<file path="config.mk">
export PLATFORM = sky130hd
export DESIGN_NAME = miriscv_div_radix2_flat
export DESIGN_NICKNAME = d
export VERILOG_FILES = /design/src/rtl/miriscv_mdu_pkg.sv /design/src/rtl/miriscv_div_radix2_if.sv /design/src/rtl/miriscv_div_radix2.sv /design/src/flat_wrapper.sv
export SDC_FILE = /design/constraint.sdc
export NUM_CORES = 1
export LEC_CHECK = 0
export ABC_AREA = 0
export BUFFER_PORTS_ARGS = -buffer_cell sky130_fd_sc_hd__buf_2
export CORE_MARGIN = 8
export CORE_UTILIZATION = 44
export DETAILED_ROUTE_END_ITERATION = 12
export PLACE_DENSITY = 0.74
export SYNTH_ARGS = -nofsm -noshare
export SYNTH_HDL_FRONTEND = slang
export SYNTH_SLANG_ARGS = --single-unit
</file>
<file path="constraint.sdc">
create_clock -name clk_i -period 6.8 [get_ports clk_i]
set_input_delay 1.36 -clock clk_i [delete_from_list [all_inputs] [get_ports clk_i]]
set_output_delay 1.36 -clock clk_i [all_outputs]
set_load 0.005 [all_outputs]
</file>
<file path="src/rtl/miriscv_mdu_pkg.sv">
`default_nettype none
// +------------------------------------------------------------------+
// | miriscv_mdu_pkg : opcode encodings shared by the MDU blocks      |
// | Revision: 1.0                                                    |
// +------------------------------------------------------------------+
package miriscv_mdu_pkg;

   localparam int MDU_OP_W = 3;

   localparam logic [MDU_OP_W-1:0] MDU_MUL    = 3'd0;
   localparam logic [MDU_OP_W-1:0] MDU_MULH   = 3'd1;
   localparam logic [MDU_OP_W-1:0] MDU_MULHSU = 3'd2;
   localparam logic [MDU_OP_W-1:0] MDU_MULHU  = 3'd3;
   localparam logic [MDU_OP_W-1:0] MDU_DIV    = 3'd4;
   localparam logic [MDU_OP_W-1:0] MDU_DIVU   = 3'd5;
   localparam logic [MDU_OP_W-1:0] MDU_REM    = 3'd6;
   localparam logic [MDU_OP_W-1:0] MDU_REMU   = 3'd7;

endpackage
`default_nettype wire

</file>
<file path="src/rtl/miriscv_div_radix2_if.sv">
`default_nettype none
// +------------------------------------------------------------------+
// | miriscv_div_radix2_if : request/result bundle of the divider     |
// | Revision: 1.0                                                    |
// +------------------------------------------------------------------+
interface miriscv_div_radix2_if #(
   parameter int XLEN     = 32,
   parameter int MDU_OP_W = miriscv_mdu_pkg::MDU_OP_W
);
   logic                div_start_i;
   logic [XLEN-1:0]     port_a_i;
   logic [XLEN-1:0]     port_b_i;
   logic [MDU_OP_W-1:0] mdu_op_i;
   logic                zero_i;
   logic                kill_i;
   logic                keep_i;
   logic [XLEN-1:0]     div_result_o;
   logic [XLEN-1:0]     rem_result_o;
   logic                div_stall_req_o;

   modport master (
      output div_start_i, port_a_i, port_b_i, mdu_op_i, zero_i, kill_i, keep_i,
      input  div_result_o, rem_result_o, div_stall_req_o
   );

   modport slave (
      input  div_start_i, port_a_i, port_b_i, mdu_op_i, zero_i, kill_i, keep_i,
      output div_result_o, rem_result_o, div_stall_req_o
   );
endinterface
`default_nettype wire

</file>
<file path="src/rtl/miriscv_div_radix2.sv">
`default_nettype none
// +------------------------------------------------------------------+
// | miriscv_div_radix2 : restoring radix-2 divider, one bit / cycle  |
// | Revision: 1.0                                                    |
// +------------------------------------------------------------------+
module miriscv_div_radix2 #(
   parameter int XLEN     = 32,
   parameter int MDU_OP_W = miriscv_mdu_pkg::MDU_OP_W
) (
   input  wire                   clk_i,
   input  wire                   arstn_i,
   miriscv_div_radix2_if.slave   div_if
);

   localparam int CNT_W = $clog2(XLEN + 1);

   typedef enum logic [1:0] {
      ST_IDLE = 2'd0,
      ST_RUN  = 2'd1,
      ST_FIX  = 2'd2,
      ST_DONE = 2'd3
   } state_e;

   state_e              state_q,   state_d;
   logic [CNT_W-1:0]    cnt_q,     cnt_d;
   logic [XLEN-1:0]     a_raw_q,   a_raw_d;
   logic [XLEN-1:0]     divisor_q, divisor_d;
   logic [XLEN-1:0]     quot_q,    quot_d;
   logic [XLEN:0]       prem_q,    prem_d;
   logic [MDU_OP_W-1:0] op_q,      op_d;
   logic                sign_a_q,  sign_a_d;
   logic                sign_b_q,  sign_b_d;
   logic [XLEN-1:0]     div_res_q, div_res_d;
   logic [XLEN-1:0]     rem_res_q, rem_res_d;

   logic                signed_in;
   logic                signed_q;
   logic [XLEN+1:0]     shift_ext;
   logic [XLEN+1:0]     diff;
   logic                borrow;
   logic                stall;

   assign signed_in = (div_if.mdu_op_i == miriscv_mdu_pkg::MDU_DIV) ||
                      (div_if.mdu_op_i == miriscv_mdu_pkg::MDU_REM);
   assign signed_q  = (op_q == miriscv_mdu_pkg::MDU_DIV) ||
                      (op_q == miriscv_mdu_pkg::MDU_REM);

   // Next dividend bit enters the partial remainder; a borrow means "restore".
   assign shift_ext = {prem_q, quot_q[XLEN-1]};
   assign diff      = shift_ext - {2'b00, divisor_q};
   assign borrow    = diff[XLEN+1];

   always_comb begin
      state_d   = state_q;
      cnt_d     = cnt_q;
      a_raw_d   = a_raw_q;
      divisor_d = divisor_q;
      quot_d    = quot_q;
      prem_d    = prem_q;
      op_d      = op_q;
      sign_a_d  = sign_a_q;
      sign_b_d  = sign_b_q;
      div_res_d = div_res_q;
      rem_res_d = rem_res_q;

      if (div_if.kill_i) begin
         state_d = ST_IDLE;
      end else begin
         case (state_q)
            ST_IDLE: begin
               if (div_if.div_start_i && !div_if.keep_i) begin
                  a_raw_d   = div_if.port_a_i;
                  op_d      = div_if.mdu_op_i;
                  sign_a_d  = signed_in && div_if.port_a_i[XLEN-1];
                  sign_b_d  = signed_in && div_if.port_b_i[XLEN-1];
                  quot_d    = (signed_in && div_if.port_a_i[XLEN-1]) ?
                              -div_if.port_a_i : div_if.port_a_i;
                  divisor_d = (signed_in && div_if.port_b_i[XLEN-1]) ?
                              -div_if.port_b_i : div_if.port_b_i;
                  prem_d    = '0;
                  cnt_d     = '0;
                  state_d   = ST_RUN;
               end
            end
            ST_RUN: begin
               // zero_i arrives one cycle after the operands, i.e. now.
               if ((cnt_q == '0) && div_if.zero_i) begin
                  div_res_d = '1;
                  rem_res_d = a_raw_q;
                  state_d   = ST_DONE;
               end else begin
                  prem_d = borrow ? shift_ext[XLEN:0] : diff[XLEN:0];
                  quot_d = {quot_q[XLEN-2:0], ~borrow};
                  cnt_d  = cnt_q + CNT_W'(1);
                  if (cnt_q == CNT_W'(XLEN - 1)) begin
                     state_d = ST_FIX;
                  end
               end
            end
            ST_FIX: begin
               div_res_d = (signed_q && (sign_a_q ^ sign_b_q)) ? -quot_q : quot_q;
               rem_res_d = (signed_q && sign_a_q) ? -prem_q[XLEN-1:0] : prem_q[XLEN-1:0];
               state_d   = ST_DONE;
            end
            ST_DONE: begin
               state_d = ST_IDLE;
            end
            default: begin
               state_d = ST_IDLE;
            end
         endcase
      end
   end

   always_comb begin
      stall = (state_q == ST_RUN) || (state_q == ST_FIX) ||
              ((state_q == ST_IDLE) && div_if.div_start_i && !div_if.keep_i);
      // Reset gating keeps the request low while arstn_i is asserted.
      stall = stall && !div_if.kill_i && arstn_i;
   end

   always_ff @(posedge clk_i or negedge arstn_i) begin
      if (!arstn_i) begin
         state_q   <= ST_IDLE;
         cnt_q     <= '0;
         a_raw_q   <= '0;
         divisor_q <= '0;
         quot_q    <= '0;
         prem_q    <= '0;
         op_q      <= '0;
         sign_a_q  <= 1'b0;
         sign_b_q  <= 1'b0;
         div_res_q <= '0;
         rem_res_q <= '0;
      end else begin
         state_q   <= state_d;
         cnt_q     <= cnt_d;
         a_raw_q   <= a_raw_d;
         divisor_q <= divisor_d;
         quot_q    <= quot_d;
         prem_q    <= prem_d;
         op_q      <= op_d;
         sign_a_q  <= sign_a_d;
         sign_b_q  <= sign_b_d;
         div_res_q <= div_res_d;
         rem_res_q <= rem_res_d;
      end
   end

   assign div_if.div_result_o    = div_res_q;
   assign div_if.rem_result_o    = rem_res_q;
   assign div_if.div_stall_req_o = stall;

endmodule
`default_nettype wire

</file>
<file path="src/flat_wrapper.sv">
// flat-port wrapper written by rule: the top's interface ports become plain ports
module miriscv_div_radix2_flat 
#(
   parameter int XLEN     = 32,
   parameter int MDU_OP_W = miriscv_mdu_pkg::MDU_OP_W
)
  (clk_i, arstn_i, div_if_div_start_i, div_if_port_a_i, div_if_port_b_i, div_if_mdu_op_i, div_if_zero_i, div_if_kill_i, div_if_keep_i, div_if_div_result_o, div_if_rem_result_o, div_if_div_stall_req_o);
  miriscv_div_radix2_if #(.XLEN(XLEN), .MDU_OP_W(MDU_OP_W)) div_if_i ();
  input  wire clk_i;
  input  wire arstn_i;
  input wire logic [$bits(div_if_i.div_start_i)-1:0] div_if_div_start_i;
  input wire logic [$bits(div_if_i.port_a_i)-1:0] div_if_port_a_i;
  input wire logic [$bits(div_if_i.port_b_i)-1:0] div_if_port_b_i;
  input wire logic [$bits(div_if_i.mdu_op_i)-1:0] div_if_mdu_op_i;
  input wire logic [$bits(div_if_i.zero_i)-1:0] div_if_zero_i;
  input wire logic [$bits(div_if_i.kill_i)-1:0] div_if_kill_i;
  input wire logic [$bits(div_if_i.keep_i)-1:0] div_if_keep_i;
  output wire logic [$bits(div_if_i.div_result_o)-1:0] div_if_div_result_o;
  output wire logic [$bits(div_if_i.rem_result_o)-1:0] div_if_rem_result_o;
  output wire logic [$bits(div_if_i.div_stall_req_o)-1:0] div_if_div_stall_req_o;
  assign div_if_i.div_start_i = div_if_div_start_i;
  assign div_if_i.port_a_i = div_if_port_a_i;
  assign div_if_i.port_b_i = div_if_port_b_i;
  assign div_if_i.mdu_op_i = div_if_mdu_op_i;
  assign div_if_i.zero_i = div_if_zero_i;
  assign div_if_i.kill_i = div_if_kill_i;
  assign div_if_i.keep_i = div_if_keep_i;
  assign div_if_div_result_o = div_if_i.div_result_o;
  assign div_if_rem_result_o = div_if_i.rem_result_o;
  assign div_if_div_stall_req_o = div_if_i.div_stall_req_o;
  miriscv_div_radix2 #(.XLEN(XLEN), .MDU_OP_W(MDU_OP_W)) u_core (.clk_i(clk_i), .arstn_i(arstn_i), .div_if(div_if_i));
endmodule
</file>
==> flow_summary.yaml, run 1 <==
layout:
  drive_gt1_share_pct: 13.0
  n_fill_cell: 2741
  final_common_cell: "nand2_1"
  area_delta_synth_final_pct: 13.5
  layout_common_cells: "nand2_1, dfrtp_1, o21ai_0"
  nets: 1759
floorplan:
  die_h_um: 188
  std_cell_rows: 63
  fp.coreArea_um2: 29400
  fp.dieW_um: 188
  start_util_pct: 44.4
  dieArea_um2: 35400
  ios: 138
clock_tree:
  htreeDepth: 1
  post_cts_buffers: 0
  clk_pin_slew_ns: 0.06
  cts_buffers: 24
  cts_hold_buf: 0
  cts_resized: 0
  clock-root-buffer: "clkbuf_16"
  clockBufferDepth: 3
  clock_latency_ns: 0.54
  tritoncts: "yes"
  cts_sinks: 205
sta:
  finalSetupTns_ns: 0
  period_minus_slack_ns: 4.16
  setup_viol: 0
  clock_skew_ns: 0.00994
  slew_violations: 0
  worstMarginPinSlew_ns: 1.18
  relSlewSlack_pct: 20.9
  finalHoldViolations: 0
  rsz0062_at_grt: "false"
  fmax_ghz: 0.240
  fin_crit_sh_pct: 61.2
power:
  leakage_nw: 6.47
  swShare_pct: 40.3
  p_int_w: 0.00324
  power.share.combinational_pct: 39.8
  seq_power_share_pct: 36.8
  p_per_area_nw_per_um2: 367
  p_total_w: 0.00543
  power.switching_w: 0.00219
  ir_drop_mv: 0.182
  pwr-share-clk_pct: 23.4
global_routing:
  grt_pass1_wl_um: 58400
  antenna_found_initial: 4
  grt_pass1_vias: 11400
  grt_overflow: 0
  grt_max_degree: 102
  track_usage_pct: 19.6
critical_path:
  crit_required_ns: 7.21
  ff2ff_setup_slack_ns: 2.64
  arrival_ns: 4.57
  r2r_start: "u_core.state_q[1]$_DFFE_PN0P_"
  path_buf_inv: 2
  cp_max_fo: 40
  worstSetupEndpointType: "register"
  path_delay_family: "compound AO/OA/AOI/OAI gates"
  startpoint_type: "register"
  slowest_delay_ns: 0.86
  crit_chain: "inv_1 -> ha_1 -> buf_4 -> nand2_1 -> a21oi_4 -> nand2_1 -> o22a_1"
  crit_path_top_delay_cell: "nand2_1"
  ff2ff_path_depth: 7
  rr_endpoint: "u_core.div_if.div_result_o[18]$_DFFE_PN0P_"
  path_class: "reg2reg"
  cp_common_cell: "nand2_1"
routing:
  drtAntennaViolNets: 0
  drtPass1Iterations: 5
  vias: 11800
  routedWlPerCell_um: 17.4
  drt_iter0_drc: 903
  vias_per_cell: 5.76
  drt_wl_total_um: 35700
  drc: 0
synthesis:
  seq_area_frac_synth_pct: 39.3
  yosysWarnings: 0
  ys_ff_latch: 205
  syn_nets: 1675
  synth_edf_count: 0
  syn_area_um2: 13100
  synth_flop_cell: "dfrtp_1"
  synth.distinct_cells: 74
  async_flop_share_pct: 100
  synth_cells: 1559
  synth.avg_cell_area_um2: 8.37
hold_path:
  min_from: "u_core.a_raw_q[30]$_DFFE_PN0P_"
  whs_endpoint: "u_core.a_raw_q[30]$_DFFE_PN0P_"
  holdPathStages: 2
  hold_path.class: "reg2reg"
place:
  place_congestion: 0.878
  hpwlAfterDp_um: 26100
  port_buffers: 136
flow_run:
  maxCapViolations: 0
status:
  outcome: "completed"
-- worst register-to-register path: stages, from the launching register on --
cell and delay [ns]:
dfrtp_1 0.39, inv_1 0.12, ha_1 0.79, buf_4 0.39, nand2_1 0.22, a21oi_4 0.84
nand2_1 0.87, o22a_1 0.42
-- flip-flops by register name, summed over array words and instances (netlist names) --
name / count
u_core.prem_q: 33
u_core.a_raw_q: 32
u_core.div_if.div_result_o: 32
u_core.div_if.rem_result_o: 32
u_core.divisor_q: 32
u_core.quot_q: 32
u_core.cnt_q: 6
u_core.op_q: 2
u_core.state_q: 2
u_core.sign_a_q: 1
u_core.sign_b_q: 1
-- worst max-delay path by stage --
stage,endpoint,cells past startpoint,startpoint,slack [ns]
final,u_core.div_if.div_result_o[18]$_DFFE_PN0P_,7,u_core.state_q[1]$_DFFE_PN0P_,2.64
after global routing,u_core.div_if.div_result_o[21]$_DFFE_PN0P_,7,u_core.state_q[1]$_DFFE_PN0P_,2.32
after CTS,u_core.div_if.div_result_o[21]$_DFFE_PN0P_,7,u_core.state_q[1]$_DFFE_PN0P_,2.61
after detailed placement,u_core.div_if.div_result_o[21]$_DFFE_PN0P_,7,div_if_zero_i,2.60
after global placement,u_core.div_if.div_result_o[22]$_DFFE_PN0P_,7,div_if_zero_i,2.60
after floorplan,u_core.divisor_q[29]$_DFFE_PN0P_,8,div_if_port_b_i[4],3.05
-- synthesized netlist by cell type (8+ instances only) --
master	instances	share of area (%)
nand2_1	273	7.9
dfrtp_1	205	39
o21ai_0	145	5.6
a21oi_1	96	3.7
nor2_1	92	2.6
clkbuf_1	79	2.3
xnor2_1	73	4.9
xor2_1	70	4.7
inv_1	59	1.7
ha_1	42	4.0
nand3_1	37	1.4
nor3_1	32	1.2
o22a_1	25	1.7
a31oi_1	23	1.1
o31ai_1	22	1.3
nand4_1	21	1.0
a21o_1	20	1.2
a22oi_1	16	0.92
o211ai_1	16	0.92
o21ai_1	13	0.50
a221o_1	12	0.92
o221ai_1	12	0.81
nor4_1	11	0.53
o22ai_1	11	0.53
or4_1	11	0.63
and3_1	10	0.48
or3_1	10	0.48
o41ai_1	9	0.60
buf_1	8	0.23
mux2i_1	8	0.61
nor2b_1	8	0.38
-- cell type report --
| class | count | area (um2) | area share, % |
|---|---|---|---|
| antenna | 4 | 10.0 | 0.0676 |
| clock buffer | 31 | 677 | 4.57 |
| clock inverter | 12 | 111 | 0.752 |
| inverter | 59 | 221 | 1.50 |
| multi-input combinational | 1205 | 7400 | 49.9 |
| sequential | 205 | 5130 | 34.6 |
| tap | 390 | 488 | 3.29 |
| timing repair buffer | 148 | 779 | 5.26 |
-- kinds of logic (layout without fill, tap and decap cells) --
group	after synthesis	count (layout)	share of synthesized area (%)
AND/OR/NAND/NOR	548	548	19.3
AO/OA/AOI/OAI	463	463	22.7
flip-flops	205	205	39.3
buffers and inverters	149	250	4.31
XOR/XNOR	143	143	9.60
adder cells (fa/ha/maj)	43	43	4.18
multiplexers	8	8	0.614
other	0	4	0
-- stage by stage --
step	utilization, %	instance area, um2	hold slack (ns)	cells	setup WS [ns]
floorplan	-	13100	0.438	1559	3.05
global placement	47.7	14000	0.454	2007	2.60
detailed placement	47.7	14000	0.459	2007	2.60
CTS	50.3	14800	0.476	2050	2.61
global route	50.4	14800	0.497	2051	2.32
finish	50.4	14800	0.472	2054	2.64
-- metal layers --
layer	GRT usage [%]	vias to the layer above	share of wire, %
li1	-	5724	-
met1	26.8	5597	45
met2	30.9	435	45
met3	4.09	69	8.0
met4	5.82	4	2.5
met5	0	-	0.053
-- power by group through the flow --
stage	Sequential [W]	Clock (W)	Combinational [W]
floorplan	0.00193	0	0.00153
global placement	0.00199	0	0.00211
detailed placement	0.00201	0	0.00215
CTS	0.00199	0.00129	0.00217
global route	0.00206	0.00135	0.00244
finish	0.00200	0.00127	0.00216
Power figures use the tool's default switching activity.
==> inputs of run 2 (changes only) <==
PLACE_DENSITY = 0.76   (was 0.74)
clock period = 3.6 ns   (was 6.8 ns; I/O delays follow)
==> flow_summary.yaml, run 2 (synthesis gave the netlist of run 1 again) <==
status:
  outcome: "completed"
critical_path:
  path_class: "reg2reg"
  arrival_ns: 3.73
  cp_max_fo: 3
  crit_required_ns: 4.00
  worstSetupEndpointType: "register"
  startpoint_type: "register"
floorplan:
  dieArea_um2: 35400
  fp.coreArea_um2: 29400
  die_h_um: 188
  ios: 138
  start_util_pct: 44.4
  std_cell_rows: 63
  fp.dieW_um: 188
sta:
  finalWorstSetupSlack_ns: 0.264
  clock_skew_ns: 0.00949
  relSlewSlack_pct: 31.5
  rsz0062_at_grt: "false"
  fin_crit_sh_pct: 92.7
  worstMarginPinSlew_ns: 1.03
  setup_viol: 0
  finalHoldViolations: 0
  fmax_ghz: 0.300
  slew_violations: 0
  period_minus_slack_ns: 3.34
  finalSetupTns_ns: 0
layout:
  final_common_cell: "nand2_1"
  largest_reg_flops: 33
  multi_input_area_um2: 7400
  regMostFlops: "u_core.prem_q"
  n_fill_cell: 2722
  layout_common_cells: "nand2_1, dfrtp_1, o21ai_0"
  seqCellArea_um2: 5130
  area_delta_synth_final_pct: 17.1
  drive_gt1_share_pct: 15.7
  nets: 1813
global_routing:
  antenna_found_initial: 2
  grt_pass1_vias: 11600
  grt_overflow: 0
  grt_max_degree: 186
  track_usage_pct: 20.2
  grt_pass1_wl_um: 60000
clock_tree:
  htreeDepth: 1
  tritoncts: "yes"
  clk_pin_slew_ns: 0.06
  clock-root-buffer: "clkbuf_16"
  cts_hold_buf: 0
  clockBufferDepth: 3
  cts_sinks: 205
  post_cts_buffers: 0
  cts_resized: 0
  cts_buffers: 24
  clock_latency_ns: 0.52
routing:
  routedWlPerCell_um: 17.4
  drtPass1Iterations: 5
  vias_per_cell: 5.73
  drt_iter0_drc: 1100
  drc: 0
  drtAntennaViolNets: 0
  drt_wl_total_um: 36700
  vias: 12100
place:
  place_congestion: 0.910
  dp_slack_ns: 0.229
  hpwlAfterDp_um: 27600
  port_buffers: 136
flow_run:
  maxCapViolations: 0
power:
  leakage_nw: 6.77
  ir_drop_mv: 0.353
  p_per_area_nw_per_um2: 690
hold_path:
  hold_path.class: "in2async"
==> run 2: changes by cell type in the layout (fill, tap and decap cells not counted), sizes merged <==
| cell | change |
|---|---|
| buf | +54 |
| clkinvlp | -3 |
| bufinv | +1 |
| clkinv | -4 |
| clkbuf | +3 |
| inv | +1 |
==> run 2: area by class of cell <==
cell class	count	share of cell area, %
Clock inverter	7	0.606
Multi-Input combinational cell	1205	48.4
Antenna cell	4	0.0655
Clock buffer	34	4.71
Timing Repair Buffer	202	8.00
Tap cell	390	3.19
Sequential cell	205	33.6
Inverter	59	1.45
==> run 2: stage by stage <==
step           power [W]  hold WS, ns  instance area (um2)  util [%]  cells
3_5_place_dp     0.00804        0.460                14500      49.2   2061
4_1_cts           0.0106       0.0609                15300      51.9   2102
5_1_grt           0.0113       0.0647                15300      52.0   2102
6_report          0.0105       0.0664                15300      52.0   2106
3_3_place_gp     0.00790        0.452                14500      49.2   2061
2_1_floorplan    0.00653        0.424                13100         -   1559
==> run 2: critical path: stages (launching register included) <==
cell and delay (ns):
dfrtp_1 0.36, inv_1 0.07, ha_1 0.17, inv_1 0.05, fa_1 0.42, a211oi_1 0.30, o211ai_1 0.21, a2111o_1 0.48
a21boi_1 0.33, a31o_2 0.25, o21ai_0 0.13, a22o_1 0.20, a211o_1 0.27
==> run 2: final timing paths <==
path	startpoint	to	slack (ns)	cells past startpoint
min in group clk_i	div_if_port_a_i[5]	u_core.a_raw_q[5]$_DFFE_PN0P_	0.45	3
max	u_core.quot_q[31]$_DFFE_PN0P_	u_core.prem_q[32]$_DFFE_PN0P_	0.26	12
max reg2reg	u_core.quot_q[31]$_DFFE_PN0P_	u_core.prem_q[32]$_DFFE_PN0P_	0.26	12
min	arstn_i	u_core.state_q[1]$_DFFE_PN0P_	0.07	1
max in group asynchronous	arstn_i	u_core.div_if.div_result_o[25]$_DFFE_PN0P_	2.25	2
min reg2reg	u_core.div_if.rem_result_o[9]$_DFFE_PN0P_	u_core.div_if.rem_result_o[9]$_DFFE_PN0P_	0.47	2
==> run 2: report_power, final <==
group / internal [W] / switching, W / total, W
Combinational: 0.00171 / 0.00255 / 0.00426
Clock: 0.00153 / 0.000978 / 0.00251
Sequential: 0.00313 / 0.000648 / 0.00378
Total: 0.00637 / 0.00418 / 0.0105
==> run 2: metal layers <==
layer	vias up	GRT usage [%]	wire, um
li1	5853	-	-
met1	5703	28.2	16400
met2	454	32.2	16400
met3	63	3.09	2910
met4	2	5.27	908
met5	-	0	13
